**config.mk**
```make
export PLATFORM = sky130hd
export DESIGN_NAME = start_screen_sequencer_flat
export DESIGN_NICKNAME = d
export VERILOG_FILES = /design/src/rtl/start_screen_sequencer_pkg.sv /design/src/rtl/start_screen_sequencer_if.sv /design/src/rtl/start_screen_sequencer_blink_timer.sv /design/src/rtl/start_screen_sequencer.sv /design/src/flat_wrapper.sv
export SDC_FILE = /design/constraint.sdc
export NUM_CORES = 1
export LEC_CHECK = 0
export BUFFER_PORTS_ARGS = -buffer_cell sky130_fd_sc_hd__buf_2
export CAP_MARGIN = 20
export CELL_PAD_IN_SITES_DETAIL_PLACEMENT = 2
export CELL_PAD_IN_SITES_GLOBAL_PLACEMENT = 2
export CORE_MARGIN = 4
export CORE_UTILIZATION = 34
export CTS_CLUSTER_DIAMETER = 150
export DETAILED_ROUTE_END_ITERATION = 10
export GPL_TIMING_DRIVEN = 0
export HOLD_SLACK_MARGIN = 0.06
export PLACE_DENSITY = 0.88
export SLEW_MARGIN = 20
export SYNTH_ARGS = -nofsm -noshare
export SYNTH_HDL_FRONTEND = slang
export SYNTH_SLANG_ARGS = --single-unit
```
**constraint.sdc**
```tcl
create_clock -name clk -period 2.05 [get_ports clk]
set_clock_uncertainty 0.05 [all_clocks]
set_input_delay 0.3075 -clock clk [delete_from_list [all_inputs] [get_ports clk]]
set_output_delay 0.3075 -clock clk [all_outputs]
set_load 0.02 [all_outputs]
```
**src/rtl/start_screen_sequencer_pkg.sv**
```systemverilog
// start_pkg: shared FSM encoding, colour constants and default image geometry
package start_pkg;
  typedef enum logic [1:0] {
    ST_IDLE  = 2'd0,
    ST_FLASH = 2'd1,
    ST_DONE  = 2'd2
  } state_t;
  localparam logic [3:0] COLOR_TRANSPARENT = 4'd0;
  localparam int IMG_W_DEF = 160;
  localparam int IMG_H_DEF = 120;
  localparam int ADDR_W_DEF = 15;
endpackage

```
**src/rtl/start_screen_sequencer_if.sv**
```systemverilog
// start_screen_sequencer_if: pixel, ROM and title-sequence signals of the start screen
interface start_screen_sequencer_if #(parameter int ADDR_W = 15);
  logic [9:0]        i_h_cnt;
  logic [9:0]        i_v_cnt;
  logic              i_valid;
  logic              i_frame_tick;
  logic              i_start_btn;
  logic [ADDR_W-1:0] o_rom_addr;
  logic [3:0]        i_rom_data;
  logic [3:0]        o_start_color_index;
  logic              o_is_b;
  logic              o_pix_valid;
  logic              o_pix_opaque;
  logic              o_start_done;
  modport slave (
    input  i_h_cnt, i_v_cnt, i_valid, i_frame_tick, i_start_btn, i_rom_data,
    output o_rom_addr, o_start_color_index, o_is_b, o_pix_valid, o_pix_opaque, o_start_done
  );
  modport master (
    output i_h_cnt, i_v_cnt, i_valid, i_frame_tick, i_start_btn, i_rom_data,
    input  o_rom_addr, o_start_color_index, o_is_b, o_pix_valid, o_pix_opaque, o_start_done
  );
endinterface

```
**src/rtl/start_screen_sequencer_blink_timer.sv**
```systemverilog
// start_blink_timer: frame counter that strobes once every i_period frame ticks
module start_blink_timer #(parameter int W = 8) (
  input  logic         clk,
  input  logic         rst,
  input  logic         i_tick,
  input  logic         i_clear,
  input  logic [W-1:0] i_period,
  output logic         o_toggle
);
  logic [W-1:0] r_cnt;
  logic         w_wrap;
  assign w_wrap   = r_cnt == i_period - W'(1);
  assign o_toggle = i_tick && !i_clear && w_wrap;
  always_ff @(posedge clk or posedge rst)
    if (rst) r_cnt <= '0;
    else if (i_clear) r_cnt <= '0;
    else if (i_tick) r_cnt <= w_wrap ? '0 : r_cnt + W'(1);
endmodule

```
**src/rtl/start_screen_sequencer.sv**
```systemverilog
// start_screen_sequencer: start-image address/colour pipeline plus title blink/flash FSM
// START_SKIP_EN: when defined, start_btn during FLASH jumps straight to DONE.
module start_screen_sequencer
  import start_pkg::*;
#(
  parameter int IMG_W        = IMG_W_DEF,
  parameter int IMG_H        = IMG_H_DEF,
  parameter int SCALE_SHIFT  = 2,
  parameter int ADDR_W       = ADDR_W_DEF,
  parameter int BLINK_FRAMES = 30,
  parameter int FLASH_RATE   = 4,
  parameter int FLASH_FRAMES = 90
) (
  input logic clk,
  input logic rst,
  start_screen_sequencer_if.slave bus
);
  localparam int FCNT_W = $clog2(FLASH_FRAMES);
  localparam logic [31:0] IMG_W_U = IMG_W;
  localparam logic [31:0] IMG_H_U = IMG_H;
  logic [31:0]       w_ix, w_iy;
  logic              w_in;
  logic [ADDR_W-1:0] w_addr;
  logic [3:0]        w_color;
  logic [ADDR_W-1:0] r_rom_addr;
  logic              r_in1, r_in2, r_v1, r_v2;
  logic [3:0]        r_color;
  logic              r_pv, r_op;
  assign w_ix    = 32'(bus.i_h_cnt >> SCALE_SHIFT);
  assign w_iy    = 32'(bus.i_v_cnt >> SCALE_SHIFT);
  assign w_in    = bus.i_valid && w_ix < IMG_W_U && w_iy < IMG_H_U;
  assign w_addr  = ADDR_W'(w_iy * IMG_W_U + w_ix);
  assign w_color = r_in2 ? bus.i_rom_data : COLOR_TRANSPARENT;
  // Flags ride alongside the sync ROM so they line up with its read data.
  always_ff @(posedge clk or posedge rst)
    if (rst) begin
      r_rom_addr <= '0;
      r_in1      <= 1'b0;
      r_in2      <= 1'b0;
      r_v1       <= 1'b0;
      r_v2       <= 1'b0;
      r_color    <= COLOR_TRANSPARENT;
      r_pv       <= 1'b0;
      r_op       <= 1'b0;
    end else begin
      r_rom_addr <= w_in ? w_addr : '0;
      r_in1      <= w_in;
      r_in2      <= r_in1;
      r_v1       <= bus.i_valid;
      r_v2       <= r_v1;
      r_color    <= w_color;
      r_pv       <= r_v2;
      r_op       <= r_v2 && w_color != COLOR_TRANSPARENT;
    end
  state_t            r_state, w_state_n;
  logic              r_is_b, w_is_b_n;
  logic              r_done, w_done_n;
  logic [FCNT_W-1:0] r_fcnt, w_fcnt_n;
  logic              w_clear, w_toggle, w_skip, w_finish;
  logic [7:0]        w_period;
`ifdef START_SKIP_EN
  assign w_skip = bus.i_start_btn;
`else
  assign w_skip = 1'b0;
`endif
  assign w_period = r_state == ST_IDLE ? 8'(BLINK_FRAMES) : 8'(FLASH_RATE);
  assign w_finish = w_skip || (bus.i_frame_tick && r_fcnt == FCNT_W'(FLASH_FRAMES - 1));
  start_blink_timer #(.W(8)) u_timer (
    .clk      (clk),
    .rst      (rst),
    .i_tick   (bus.i_frame_tick),
    .i_clear  (w_clear),
    .i_period (w_period),
    .o_toggle (w_toggle)
  );
  always_ff @(posedge clk or posedge rst)
    if (rst) begin
      r_state <= ST_IDLE;
      r_is_b  <= 1'b0;
      r_done  <= 1'b0;
      r_fcnt  <= '0;
    end else begin
      r_state <= w_state_n;
      r_is_b  <= w_is_b_n;
      r_done  <= w_done_n;
      r_fcnt  <= w_fcnt_n;
    end
  // start_btn is checked before frame_tick so a coincident press restarts the count at 0.
  always_comb begin
    w_state_n = r_state;
    w_is_b_n  = r_is_b;
    w_done_n  = r_done;
    w_fcnt_n  = r_fcnt;
    w_clear   = 1'b0;
    case (r_state)
      ST_IDLE:
        if (bus.i_start_btn) begin
          w_state_n = ST_FLASH;
          w_clear   = 1'b1;
          w_is_b_n  = 1'b1;
          w_fcnt_n  = '0;
        end else if (w_toggle) w_is_b_n = ~r_is_b;
      ST_FLASH:
        if (w_finish) begin
          w_state_n = ST_DONE;
          w_is_b_n  = 1'b0;
          w_done_n  = 1'b1;
        end else if (bus.i_frame_tick) begin
          w_fcnt_n = r_fcnt + FCNT_W'(1);
          w_is_b_n = w_toggle ? ~r_is_b : r_is_b;
        end
      ST_DONE: begin
        w_is_b_n = 1'b0;
        w_done_n = 1'b1;
      end
      default: w_state_n = ST_IDLE;
    endcase
  end
  assign bus.o_rom_addr          = r_rom_addr;
  assign bus.o_start_color_index = r_color;
  assign bus.o_is_b              = r_is_b;
  assign bus.o_pix_valid         = r_pv;
  assign bus.o_pix_opaque        = r_op;
  assign bus.o_start_done        = r_done;
endmodule
```
**src/flat_wrapper.sv**
```systemverilog
// flat-port wrapper written by rule: the top's interface ports become plain ports
module start_screen_sequencer_flat import start_pkg::*;
#(
  parameter int IMG_W        = IMG_W_DEF,
  parameter int IMG_H        = IMG_H_DEF,
  parameter int SCALE_SHIFT  = 2,
  parameter int ADDR_W       = ADDR_W_DEF,
  parameter int BLINK_FRAMES = 30,
  parameter int FLASH_RATE   = 4,
  parameter int FLASH_FRAMES = 90
)
  (clk, rst, bus_i_h_cnt, bus_i_v_cnt, bus_i_valid, bus_i_frame_tick, bus_i_start_btn, bus_i_rom_data, bus_o_rom_addr, bus_o_start_color_index, bus_o_is_b, bus_o_pix_valid, bus_o_pix_opaque, bus_o_start_done);
  start_screen_sequencer_if #(.ADDR_W(ADDR_W)) bus_i ();
  input logic clk;
  input logic rst;
  input wire logic [$bits(bus_i.i_h_cnt)-1:0] bus_i_h_cnt;
  input wire logic [$bits(bus_i.i_v_cnt)-1:0] bus_i_v_cnt;
  input wire logic [$bits(bus_i.i_valid)-1:0] bus_i_valid;
  input wire logic [$bits(bus_i.i_frame_tick)-1:0] bus_i_frame_tick;
  input wire logic [$bits(bus_i.i_start_btn)-1:0] bus_i_start_btn;
  input wire logic [$bits(bus_i.i_rom_data)-1:0] bus_i_rom_data;
  output wire logic [$bits(bus_i.o_rom_addr)-1:0] bus_o_rom_addr;
  output wire logic [$bits(bus_i.o_start_color_index)-1:0] bus_o_start_color_index;
  output wire logic [$bits(bus_i.o_is_b)-1:0] bus_o_is_b;
  output wire logic [$bits(bus_i.o_pix_valid)-1:0] bus_o_pix_valid;
  output wire logic [$bits(bus_i.o_pix_opaque)-1:0] bus_o_pix_opaque;
  output wire logic [$bits(bus_i.o_start_done)-1:0] bus_o_start_done;
  assign bus_i.i_h_cnt = bus_i_h_cnt;
  assign bus_i.i_v_cnt = bus_i_v_cnt;
  assign bus_i.i_valid = bus_i_valid;
  assign bus_i.i_frame_tick = bus_i_frame_tick;
  assign bus_i.i_start_btn = bus_i_start_btn;
  assign bus_i.i_rom_data = bus_i_rom_data;
  assign bus_o_rom_addr = bus_i.o_rom_addr;
  assign bus_o_start_color_index = bus_i.o_start_color_index;
  assign bus_o_is_b = bus_i.o_is_b;
  assign bus_o_pix_valid = bus_i.o_pix_valid;
  assign bus_o_pix_opaque = bus_i.o_pix_opaque;
  assign bus_o_start_done = bus_i.o_start_done;
  start_screen_sequencer #(.IMG_W(IMG_W), .IMG_H(IMG_H), .SCALE_SHIFT(SCALE_SHIFT), .ADDR_W(ADDR_W), .BLINK_FRAMES(BLINK_FRAMES), .FLASH_RATE(FLASH_RATE), .FLASH_FRAMES(FLASH_FRAMES)) u_core (.clk(clk), .rst(rst), .bus(bus_i));
endmodule
```
==> results of run 1 <==
-- what timing repair did --
item | 4_1_cts | 5_1_grt
hold endpoints to repair | 13 | 0
hold buffers | 1 | 0
setup buffers | 4 | 1
pin swaps | 8 | 5
cloned | 0 | 0
endpoints found under the setup margin | 4 | 4
resized for setup | 11 | 8
-- routing by layer --
metal  up-vias  track usage (%)
met3        12             3.28
met1      1008             20.6
met4         0             6.06
met5         -                0
li1        944                -
met2        37             32.1
-- where the power goes --
| part | switching [mW] | total [mW] | internal, mW |
|---|---|---|---|
| clock network | 0.326 | 0.567 | 0.241 |
| registers | 0.0784 | 1.01 | 0.934 |
| logic | 0.352 | 0.665 | 0.314 |
| total | 0.756 | 2.24 | 1.49 |
-- layout by cell type (no fill, tap or decap), types with 3 or more instances in the layout --
| cell type | synthesis | layout |
|---|---|---|
| nor2_1 | 21 | 21 |
| nand2_1 | 13 | 13 |
| nor2b_1 | 4 | 3 |
| or2b_1 | 3 | 3 |
| buf_2 | 0 | 47 |
| dfrtp_1 | 44 | 44 |
| ha_4 | 0 | 8 |
| buf_4 | 0 | 5 |
| nand2b_1 | 4 | 3 |
| and2_1 | 14 | 14 |
| nor3_1 | 4 | 3 |
| xor2_1 | 6 | 5 |
| a21oi_2 | 1 | 3 |
| xnor2_1 | 9 | 8 |
| a31oi_1 | 3 | 3 |
| inv_1 | 11 | 9 |
| ha_1 | 22 | 13 |
| o21ai_0 | 8 | 7 |
| clkbuf_8 | 0 | 5 |
| nand3_1 | 9 | 9 |
| a21o_1 | 4 | 4 |
| nand4_1 | 7 | 7 |
| a21oi_1 | 12 | 10 |
-- critical path, cell delays in order --
cell and delay, ps:
buf_2 140, ha_4 280, ha_4 130, inv_2 30
fa_2 360, nand2b_4 170, o2bb2ai_2 150, xor2_2 190
o311a_1 370, nor3_2 150
-- path summary, 6_finish.rpt --
kind,start,to,slack (ps)
worst max-delay path,bus_i_v_cnt[3],u_core.bus.o_rom_addr[14]$_DFF_PP0_,-50
worst min-delay path,bus_i_valid,u_core.r_v1$_DFF_PP0_,80
worst max register to register,u_core.r_state[0]$_DFFE_PP0P_,u_core.u_timer.r_cnt[6]$_DFFE_PP0P_,60
worst min register to register,u_core.r_v1$_DFF_PP0_,u_core.r_v2$_DFF_PP0_,320
max in group asynchronous,rst,u_core.u_timer.r_cnt[2]$_DFFE_PP0P_,1020
min in group asynchronous,rst,u_core.r_fcnt[0]$_DFFE_PP0P_,460
-- area by class of cell --
class	instances	area share [%]
multi-input combinational	176	46.6
sequential	44	35.2
timing repair buffer	54	9.69
tap	96	3.84
clock buffer	5	2.20
inverter	11	1.32
clock inverter	3	0.761
buffer	1	0.360
-- cells by family after synthesis --
family                     Yosys count
AOI/OAI and AO/OA                   45
xor gates and xnor gates            15
adders and majority gates           24
buffers and inverters               12
DFF                                 44
muxes                                1
and+or+nand+nor                     91
-- registers in the layout, indices dropped and copies added (netlist names), 2 cells and up --
signal,flops
u_core.bus.o_rom_addr,15
u_core.r_state,2
u_core.u_timer.r_cnt,8
u_core.r_fcnt,7
u_core.bus.o_start_color_index,4
==> metrics.md, run 1 <==
| Metric | Value |
|---|---|
| DRT Wirelength | 7.10 mm |
| Vias in the first global route | 2299 |
| DR WL/cell | 18.2 um |
| Antenna Cells | 0 |
| Max Clk Rate | 475 MHz |
| Final Wtd Congestion | 0.737 |
| Worst-Skew Late Latency | 310 ps |
| Max-cap violations | 0 |
| Congestion Overflow GR | 0 |
| Simple-Gate Fraction of Synth Area | 20.6% |
| Failing checks | negative setup slack |
| Final worst setup slack | -54.9 ps |
| RSZ-0062 raised after global routing | yes |
| #FFs+latches synth | 44 |
| Status | finished with violations |
| Die width | 92.3 um |
| Mapped cell area | 2410 sq um |
| Metal2 WL | 3.87 mm |
| Register area share after synthesis | 45.6% |
| Shortest period the worst path allows | 2100 ps |
| Max-slew violation count | 0 |
| Hold depth | 1 |
| DR vias/cell | 5.13 |
| Nets | 346 |
| PnR Total Power | 2.24 mW |
| Fin util | 45.8% |
| Fin. Hold Viols | 0 |
| Layout cell share with drive strength beyond 1 | 31.0% |
| Slew headroom | 60.6% |
| Core area | 6830 sq um |
| First-pass GRT wire length | 11.7 mm |
| Top_reg_cell synth | dfrtp_1 |
| DR WL met3 | 189 um |
| Synth Area in Compound Gates | 12.7% |
| Setup CP Type | primary input to flip-flop |
| Row count | 30 |
| CP endpoint kind | flip-flop |
| Critical Path AT | 2290 ps |
| Adder-cell share of the synthesized area | 13.1% |
| CTS sink cnt | 44 |
| Hold Path Class | primary input to flip-flop |
| Non-filler cells, final | 390 |
| Asr flop ratio synth | 100% |
| Clk slew on worst S/H paths | 80 ps |
| Power per cell area | 718 nW/um^2 |
| Initial antenna violation count | 0 |
| Die Y | 92.3 um |
| Required @ worst endpoint | 2230 ps |
| Routed via count | 2001 |
| H-Tree Level Count | 2 |
| Syn avg cell area | 10.4 sq um |
| Syn Inst Count | 232 |
| Mux cell area share after synthesis | 0.415% |
| Initial Utilization | 35.3% |
| Met1 WL | 2.91 mm |
| Yosys top cell area share | 45.6% |
| Worst-case clock buffer depth | 2 |
| Dpl hpwl | 5.24 mm |
| Final setup viols | 1 |
| Tcrit/Tclk final | 103% |
| Die area | 8510 sq um |
| Critical Path Start Type | primary input |
| Leading area contributor after synthesis | dfrtp_1 |
| Port bufs | 47 |
| Most frequent cell after synthesis | dfrtp_1 |
| Fin area | 3130 sq um |
| GRT Overall Usage | 17.6% |
| Leak pwr | 1.48 nW |
| Least-Margin Pin Slew | 583 ps |
| I/O Pins | 52 |
| Sequential cell area | 1100 sq um |
| Syn-to-layout area delta | 29.5% |
| Setup TNS | -54.9 ps |
| Post-synth EDFFs | 0 |
| DRC | 0 |
| ANT nets after route | 0 |
| Largest family of logic cells by synthesized area | simple AND/OR/NAND/NOR gates |
| Placed Area | 2860 sq um |
| Top cells by area, synth | dfrtp_1, ha_1, and2_1 |
| Number of placed cells counting well taps | 376 |
| Crit path max fanout | 3 |
| Synth Area in XOR/XNOR | 5.44% |
| Detailed Routing Iterations Pass 1 | 4 |
| WHS | 82.1 ps |
| Commonest cells in the synthesized netlist | dfrtp_1, ha_1, nor2_1 |
| Mapped Nets | 285 |
| Yosys cell types | 47 |
| Reg2Reg Depth | 8 |
| Largest net degree at the start of global routing | 32 |
| Root buf cell | clkbuf_8 |
| Setup WS pre-CTS | -555 ps |
| Max IR drop VDD | 0.246 mV |
| Fillers | 763 |
| DR top layer | met4 |
| Multi-input logic area | 1460 sq um |
| Synth Warn # | 0 |
| Iteration-0 DRC Markers | 42 |
| CTS buffer count | 5 |
| CTS tree | done |
Power figures use the tool's default switching activity.
==> run 2: changes to the inputs <==
==> constraint.sdc (replaced) <==
create_clock -name clk -period 2.2 [get_ports clk]
set_clock_uncertainty 0.05 [all_clocks]
set_input_delay 0.33 -clock clk [delete_from_list [all_inputs] [get_ports clk]]
set_output_delay 0.33 -clock clk [all_outputs]
set_load 0.02 [all_outputs]
==> run 2 against run 1 <==
  * The run now ends clean
  * Utilization down 1.4 points
  * Routed wire length down 8.9%
  * Register-to-register slack better by 50 ps
  * Clock-buffer cell count unchanged
  * Sequential cell count unchanged
  * First-iteration DRC count up 36%
  * Via count down 1.5%
  * Sequential power down 7%
  * Total power down 5.7%
  * Non-clock buffer count down 4
  * Setup slack better by 110 ps
  * Highest routed layer unchanged
==> metrics.md, run 2 (synthesized netlist as in run 1, its figures left out) <==
| Metric | Value |
|---|---|
| Row count | 30 (unchanged) |
| ANT nets after route | 0 (unchanged) |
| Hold Path End | u_core.r_v1$_DFF_PP0_ |
| Detailed Routing Iterations Pass 1 | 4 (unchanged) |
| RR Endpoint | u_core.u_timer.r_cnt[6]$_DFFE_PP0P_ |
| Number of flip-flops in the largest register | 15 (unchanged) |
| DR vias/cell | 5.11 (-0.48%) |
| CP max stage delay | 410 ps (+40 ps) |
| Die width | 92.3 um (unchanged) |
| Tcrit/Tclk final | 97.3% |
| Cell repeated most along the worst path | ha_1 |
| Leak pwr | 1.48 nW (-0.10%) |
| Routed via count | 1971 (-1.5%) |
| Vias in the first global route | 2261 (-1.7%) |
| Commonest non-fill, non-tap cell in the layout | buf_2 |
| CTS sink cnt | 44 (unchanged) |
| NetSw | 652 uW (-14%) |
| GR peak layer | met2 |
| H-Tree Level Count | 2 (unchanged) |
| CP endpoint kind | flip-flop |
| CTS buffer count | 5 (unchanged) |
| Worst-case clock buffer depth | 2 (unchanged) |
| Final Wtd Congestion | 0.769 (+4.3%) |
| Dpl hpwl | 5.07 mm (-3.3%) |
| Critical Path Start Type | primary input |
| Final setup viols | 0 (-1) |
| Fillers | 752 (-1.4%) |
| P_int | 1.46 mW (-1.6%) |
| Reg2Reg Depth | 8 (unchanged) |
| Iteration-0 DRC Markers | 57 (+36%) |
| First-pass GRT wire length | 11.0 mm (-6.0%) |
| Sequential cell area | 1100 sq um (unchanged) |
| CP max stage cell | ha_1 |
| Comb pwr share | 25.9% (-3.7 points) |
| WP buf/inv | 1 (-1) |
| I/O Pins | 52 (unchanged) |
| Hold depth | 1 (unchanged) |
| Crit path max-delay family | adder cells |
| Syn-to-layout area delta | 25.6% |
| DRC | 0 (unchanged) |
| Global-route track usage on met2 | 31.1% (-1.0 points) |
| Hold Path Class | primary input to flip-flop |
| Root buf cell | clkbuf_8 |
| Clk pwr share | 29.6% (+4.3 points) |
| Congestion Overflow GR | 0 (unchanged) |
| Hold Startpoint | bus_i_valid |
| Fin. Hold Viols | 0 (unchanged) |
| Commonest cells after routing, fill and taps aside | buf_2, dfrtp_1, nor2_1, ha_1, and2_1 |
| Shortest period the worst path allows | 2140 ps |
| Die Y | 92.3 um (unchanged) |
| Initial Utilization | 35.3% (unchanged) |
| Initial antenna violation count | 0 (unchanged) |
| Nets | 342 (-1.2%) |
| Crit-path cells | buf_2 -> ha_1 -> ha_1 -> or2_2 -> a21o_1 -> and2_1 -> a31o_2 -> a21oi_1 |
| Status | finished, final reports clean |
| Sequential power share | 44.5% (-0.6 points) |
| Multi-input logic area | 1370 sq um (-6.1%) |
| Worst-Skew Late Latency | 300 ps (about the same) |
| Met3 usage | 2.05% (-1.2 points) |
| Flop2flop setup slack | 110 ps (+50 ps) |
| Critical Path AT | 2300 ps (about the same) |
| Max IR drop VDD | 0.262 mV (+6.7%) |
| Net Sw Frac | 30.8% (-2.9 points) |
| DR WL/cell | 16.8 um (-8.0%) |
| Met1 GRT Util | 18.8% (-1.9 points) |
| Least-Margin Pin Slew | 532 ps (-51.0 ps) |
| Antenna Cells | 0 (unchanged) |
| Crit path max fanout | 4 (+1) |
| Setup CP Type | primary input to flip-flop |
| Max-slew violation count | 0 (unchanged) |
| Port bufs | 47 (unchanged) |
| Final worst setup slack | 60.0 ps (+115 ps) |
| GRT Overall Usage | 16.3% (-1.3 points) |
| Layout cell share with drive strength beyond 1 | 27.2% (-3.7 points) |
| Core area | 6830 sq um (unchanged) |
| Setup WS pre-CTS | -343 ps (+212 ps) |
| Max-cap violations | 0 (unchanged) |
| WHS | 126 ps (+44.1 ps) |
| CTS tree | done |
| Max Clk Rate | 467 MHz |
| DRT Wirelength | 6.47 mm (-8.9%) |
| Die area | 8510 sq um (unchanged) |
| Power per cell area | 699 nW/um^2 (-2.7%) |
| Required @ worst endpoint | 2360 ps (+130 ps) |
| Largest net degree at the start of global routing | 27 (-16%) |
| Clk slew on worst S/H paths | 80 ps (about the same) |
| Critical R2R Launch | u_core.r_state[1]$_DFFE_PP0P_ |
| PnR Total Power | 2.12 mW (-5.7%) |
| Slew headroom | 64.0% (+3.4 points) |
run 2: cell count changes in the layout (fill, tap and decap cells not counted), sizes merged:
cell,delta
buf,-4
clkinv,+1
clkinvlp,-2
bufinv,+1
run 2: worst max-delay path by stage:
stage | from | endpoint | depth (start not counted)
after floorplan | bus_i_v_cnt[5] | u_core.bus.o_rom_addr[14]$_DFF_PP0_ | 9
after global placement | bus_i_v_cnt[3] | u_core.bus.o_rom_addr[14]$_DFF_PP0_ | 10
after detailed placement | bus_i_v_cnt[3] | u_core.bus.o_rom_addr[14]$_DFF_PP0_ | 10
after CTS | bus_i_v_cnt[7] | u_core.bus.o_rom_addr[14]$_DFF_PP0_ | 8
after global routing | bus_i_v_cnt[5] | u_core.bus.o_rom_addr[13]$_DFF_PP0_ | 8
final | bus_i_v_cnt[5] | u_core.bus.o_rom_addr[13]$_DFF_PP0_ | 8
run 2: through the flow:
step                utilization (%)  TNS [ps]  area, sq um  cells
global placement               41.3      -658         2820    375
finish                         44.4         0         3030    386
CTS                            43.6         0         2980    386
floorplan                         -     -1.11         2470    232
global route                   44.4     -26.8         3030    386
detailed placement             41.6      -789         2840    376
run 2: power groups by stage:
stage	clock [mW]	combinational, mW	sequential, mW
floorplan	0	0.352	0.958
CTS	0.648	0.524	0.943
global placement	0	0.481	0.951
global route	0.691	0.617	0.956
finish	0.626	0.548	0.942
detailed placement	0	0.517	0.958
run 2: timing repair:
action,CTS,global route
setup endpoints to repair,1,2
endpoints found under the hold margin,18,0
hold buffers,1,0
buffers inserted,1,0
pin swaps,1,4
gates resized for setup,0,8
run 2: layer usage:
| metal | part of all wire, % | routed length [um] |
|---|---|---|
| met2 | 55 | 3560 |
| met3 | 2.0 | 130 |
| met5 | 0 | 0 |
| met1 | 41 | 2660 |
| met4 | 1.7 | 112 |
run 2: worst reg2reg max path, stage by stage, from the launching register on:
cell and delay (ps):
dfrtp_1 410, inv_1 110, ha_1 350, or2b_1 280
o22ai_2 170, a21oi_2 110, buf_6 180, a21o_1 150
a22o_1 170
run 2: cell type report:
| type | count | share of cell area (%) |
|---|---|---|
| multi-input cells | 176 | 45.1 |
| plain buffers | 1 | 0.372 |
| flip-flops and latches | 44 | 36.3 |
| clock buffers | 5 | 2.27 |
| clock inverters | 3 | 1.57 |
| well taps | 96 | 3.96 |
| inverters | 11 | 1.36 |
| repair buffers | 50 | 9.00 |
==> run 3: changes to the inputs <==
--- a/config.mk
+++ b/config.mk
@@ -9,7 +9,7 @@
 export CAP_MARGIN = 20
 export CELL_PAD_IN_SITES_DETAIL_PLACEMENT = 2
 export CELL_PAD_IN_SITES_GLOBAL_PLACEMENT = 2
-export CORE_MARGIN = 4
+export CORE_MARGIN = 2
 export CORE_UTILIZATION = 34
 export CTS_CLUSTER_DIAMETER = 150
 export DETAILED_ROUTE_END_ITERATION = 10
==> run 3 against run 2 <==
  * Hold slack got worse by 23 ps
  * Utilization barely moved
  * Sequential power barely moved
  * Critical path type unchanged
==> metrics.md, run 3 (synthesized netlist as in run 1, its figures left out) <==
| Metric | Value |
|---|---|
| DRT Wirelength | 6.45 mm (-0.31%) |
| Syn-to-layout area delta | 25.6% (about the same) |
| Setup CP Type | primary input to flip-flop |
| Final setup viols | 0 (unchanged) |
| Tcrit/Tclk final | 96.1% (-1.2 points) |
| Port bufs | 47 (unchanged) |
| Final Wtd Congestion | 0.757 (-1.5%) |
| DR vias/cell | 5.06 (-0.91%) |
| Number of flip-flops in the largest register | 15 (unchanged) |
| Max-slew violation count | 0 (unchanged) |
| Initial Utilization | 35.3% (unchanged) |
| Non-filler cells, final | 386 (unchanged) |
| RSZ-0062 raised after global routing | yes |
| Core area | 6830 sq um (unchanged) |
| Layout cell share with drive strength beyond 1 | 27.6% (+0.34 points) |
| Detailed Routing Iterations Pass 1 | 3 (-1) |
| Commonest cells after routing, fill and taps aside | buf_2, dfrtp_1, nor2_1, ha_1, and2_1 |
| Largest net degree at the start of global routing | 28 (+3.7%) |
| DRC | 0 (unchanged) |
| Least-Margin Pin Slew | 585 ps (+52.8 ps) |
| Nets | 342 (unchanged) |
| Initial antenna violation count | 0 (unchanged) |
| Die area | 7790 sq um (-8.5%) |
| Congestion Overflow GR | 0 (unchanged) |
| CP endpoint kind | flip-flop |
| Max IR drop VDD | 0.256 mV (-2.5%) |
| Required @ worst endpoint | 2320 ps (-40 ps) |
| Hold depth | 1 (unchanged) |
| Slew headroom | 60.5% (-3.6 points) |
| Hold Path Class | primary input to flip-flop |
| Die width | 88.3 um (-4.3%) |
| Fillers | 748 (-0.53%) |
| Row count | 30 (unchanged) |
| Power per cell area | 702 nW/um^2 (+0.56%) |
| Max Clk Rate | 473 MHz (+1.2%) |
| Commonest non-fill, non-tap cell in the layout | buf_2 |
| Crit path max fanout | 4 (unchanged) |
| Worst-case clock buffer depth | 2 (unchanged) |
| Iteration-0 DRC Markers | 18 (-68%) |
| Number of placed cells counting well taps | 376 (unchanged) |
| DR WL/cell | 16.7 um (-0.31%) |
| ANT nets after route | 0 (unchanged) |
| Critical Path Start Type | primary input |
| Worst-Skew Late Latency | 300 ps (about the same) |
| Dpl hpwl | 5.11 mm (+0.87%) |
| Die Y | 88.3 um (-4.3%) |
| H-Tree Level Count | 2 (unchanged) |
| Vias in the first global route | 2195 (-2.9%) |
| Antenna Cells | 0 (unchanged) |
| CTS tree | done |
| Routed via count | 1953 (-0.91%) |
| CTS buffer count | 5 (unchanged) |
| Max-cap violations | 0 (unchanged) |
| Clk slew on worst S/H paths | 100 ps (+20 ps) |
| Leak pwr | 1.48 nW (-0.15%) |
| CTS sink cnt | 44 (unchanged) |
| Critical Path AT | 2230 ps (-70 ps) |
| Shortest period the worst path allows | 2110 ps (-26.0 ps) |
| I/O Pins | 52 (unchanged) |
| Status | finished, final reports clean |
| First-pass GRT wire length | 10.7 mm (-2.9%) |
| Fin. Hold Viols | 0 (unchanged) |
| Reg2Reg Depth | 8 (unchanged) |
| PnR Total Power | 2.13 mW (+0.60%) |
| Fin util | 44.4% (about the same) |
| Root buf cell | clkbuf_8 |
| GRT Overall Usage | 17.7% (+1.4 points) |
[run 3: changes by cell type in the layout (fill, tap and decap cells not counted), sizes merged]
| cell | change |
|---|---|
| clkinvlp | +1 |
| clkinv | -2 |
| inv | +1 |
[run 3: critical path, stage by stage]
cell and delay, ps:
buf_2 130, ha_1 300, ha_1 400, o21a_1 240
and4b_1 220, a311oi_4 320, o311a_1 240, nor3_2 50
[run 3: metal layers]
metal	share of wire [%]	track usage (%)	vias up
met5	0	0	-
met2	56	35.0	27
met1	40	19.4	986
li1	-	-	931
met3	2.4	2.71	9
met4	1.4	4.55	0
[run 3: stage by stage]
step,TNS [ps],cell area [sq um],worst slack [ps],hold slack [ps]
finish,0,3030,86.0,104
detailed placement,-881,2840,-395,303
global placement,-649,2820,-358,282
global route,0,3030,4.20,105
CTS,0,2980,17.9,101
floorplan,-1.11,2470,-1.11,281
[run 3: cell type report]
type / count / area, sq um / share of cell area [%]
well taps: 96 / 120 / 3.96
clock inverters: 3 / 46.3 / 1.53
multi-input cells: 176 / 1370 / 45.2
inverters: 11 / 41.3 / 1.36
repair buffers: 50 / 273 / 9.00
flip-flops and latches: 44 / 1100 / 36.3
plain buffers: 1 / 11.3 / 0.371
clock buffers: 5 / 68.8 / 2.27
[run 3: worst paths after layout]
| kind | endpoint | startpoint | slack [ps] |
|---|---|---|---|
| setup / recovery | u_core.bus.o_rom_addr[14]$_DFF_PP0_ | bus_i_v_cnt[5] | 90 |
| hold / removal | u_core.r_v1$_DFF_PP0_ | bus_i_valid | 100 |
| setup reg to reg | u_core.u_timer.r_cnt[6]$_DFFE_PP0P_ | u_core.r_state[1]$_DFFE_PP0P_ | 110 |
| hold reg to reg | u_core.r_v2$_DFF_PP0_ | u_core.r_v1$_DFF_PP0_ | 330 |
| max in group asynchronous | u_core.r_fcnt[6]$_DFFE_PP0P_ | rst | 1090 |
| min in group asynchronous | u_core.bus.o_is_b$_DFFE_PP0P_ | rst | 530 |
[run 3: what timing repair did]
item / 4_1_cts / 5_1_grt
pin swaps: 1 / 6
buffers inserted: 1 / 0
gates resized for setup: 1 / 9
endpoints found under the hold margin: 17 / 0
hold buffers: 1 / 0
endpoints found under the setup margin: 1 / 2
[run 3: where the power goes]
part	switching, mW	total, mW	internal (mW)
combinational	0.295	0.549	0.254
sequential	0.0719	0.942	0.870
clock	0.296	0.638	0.342
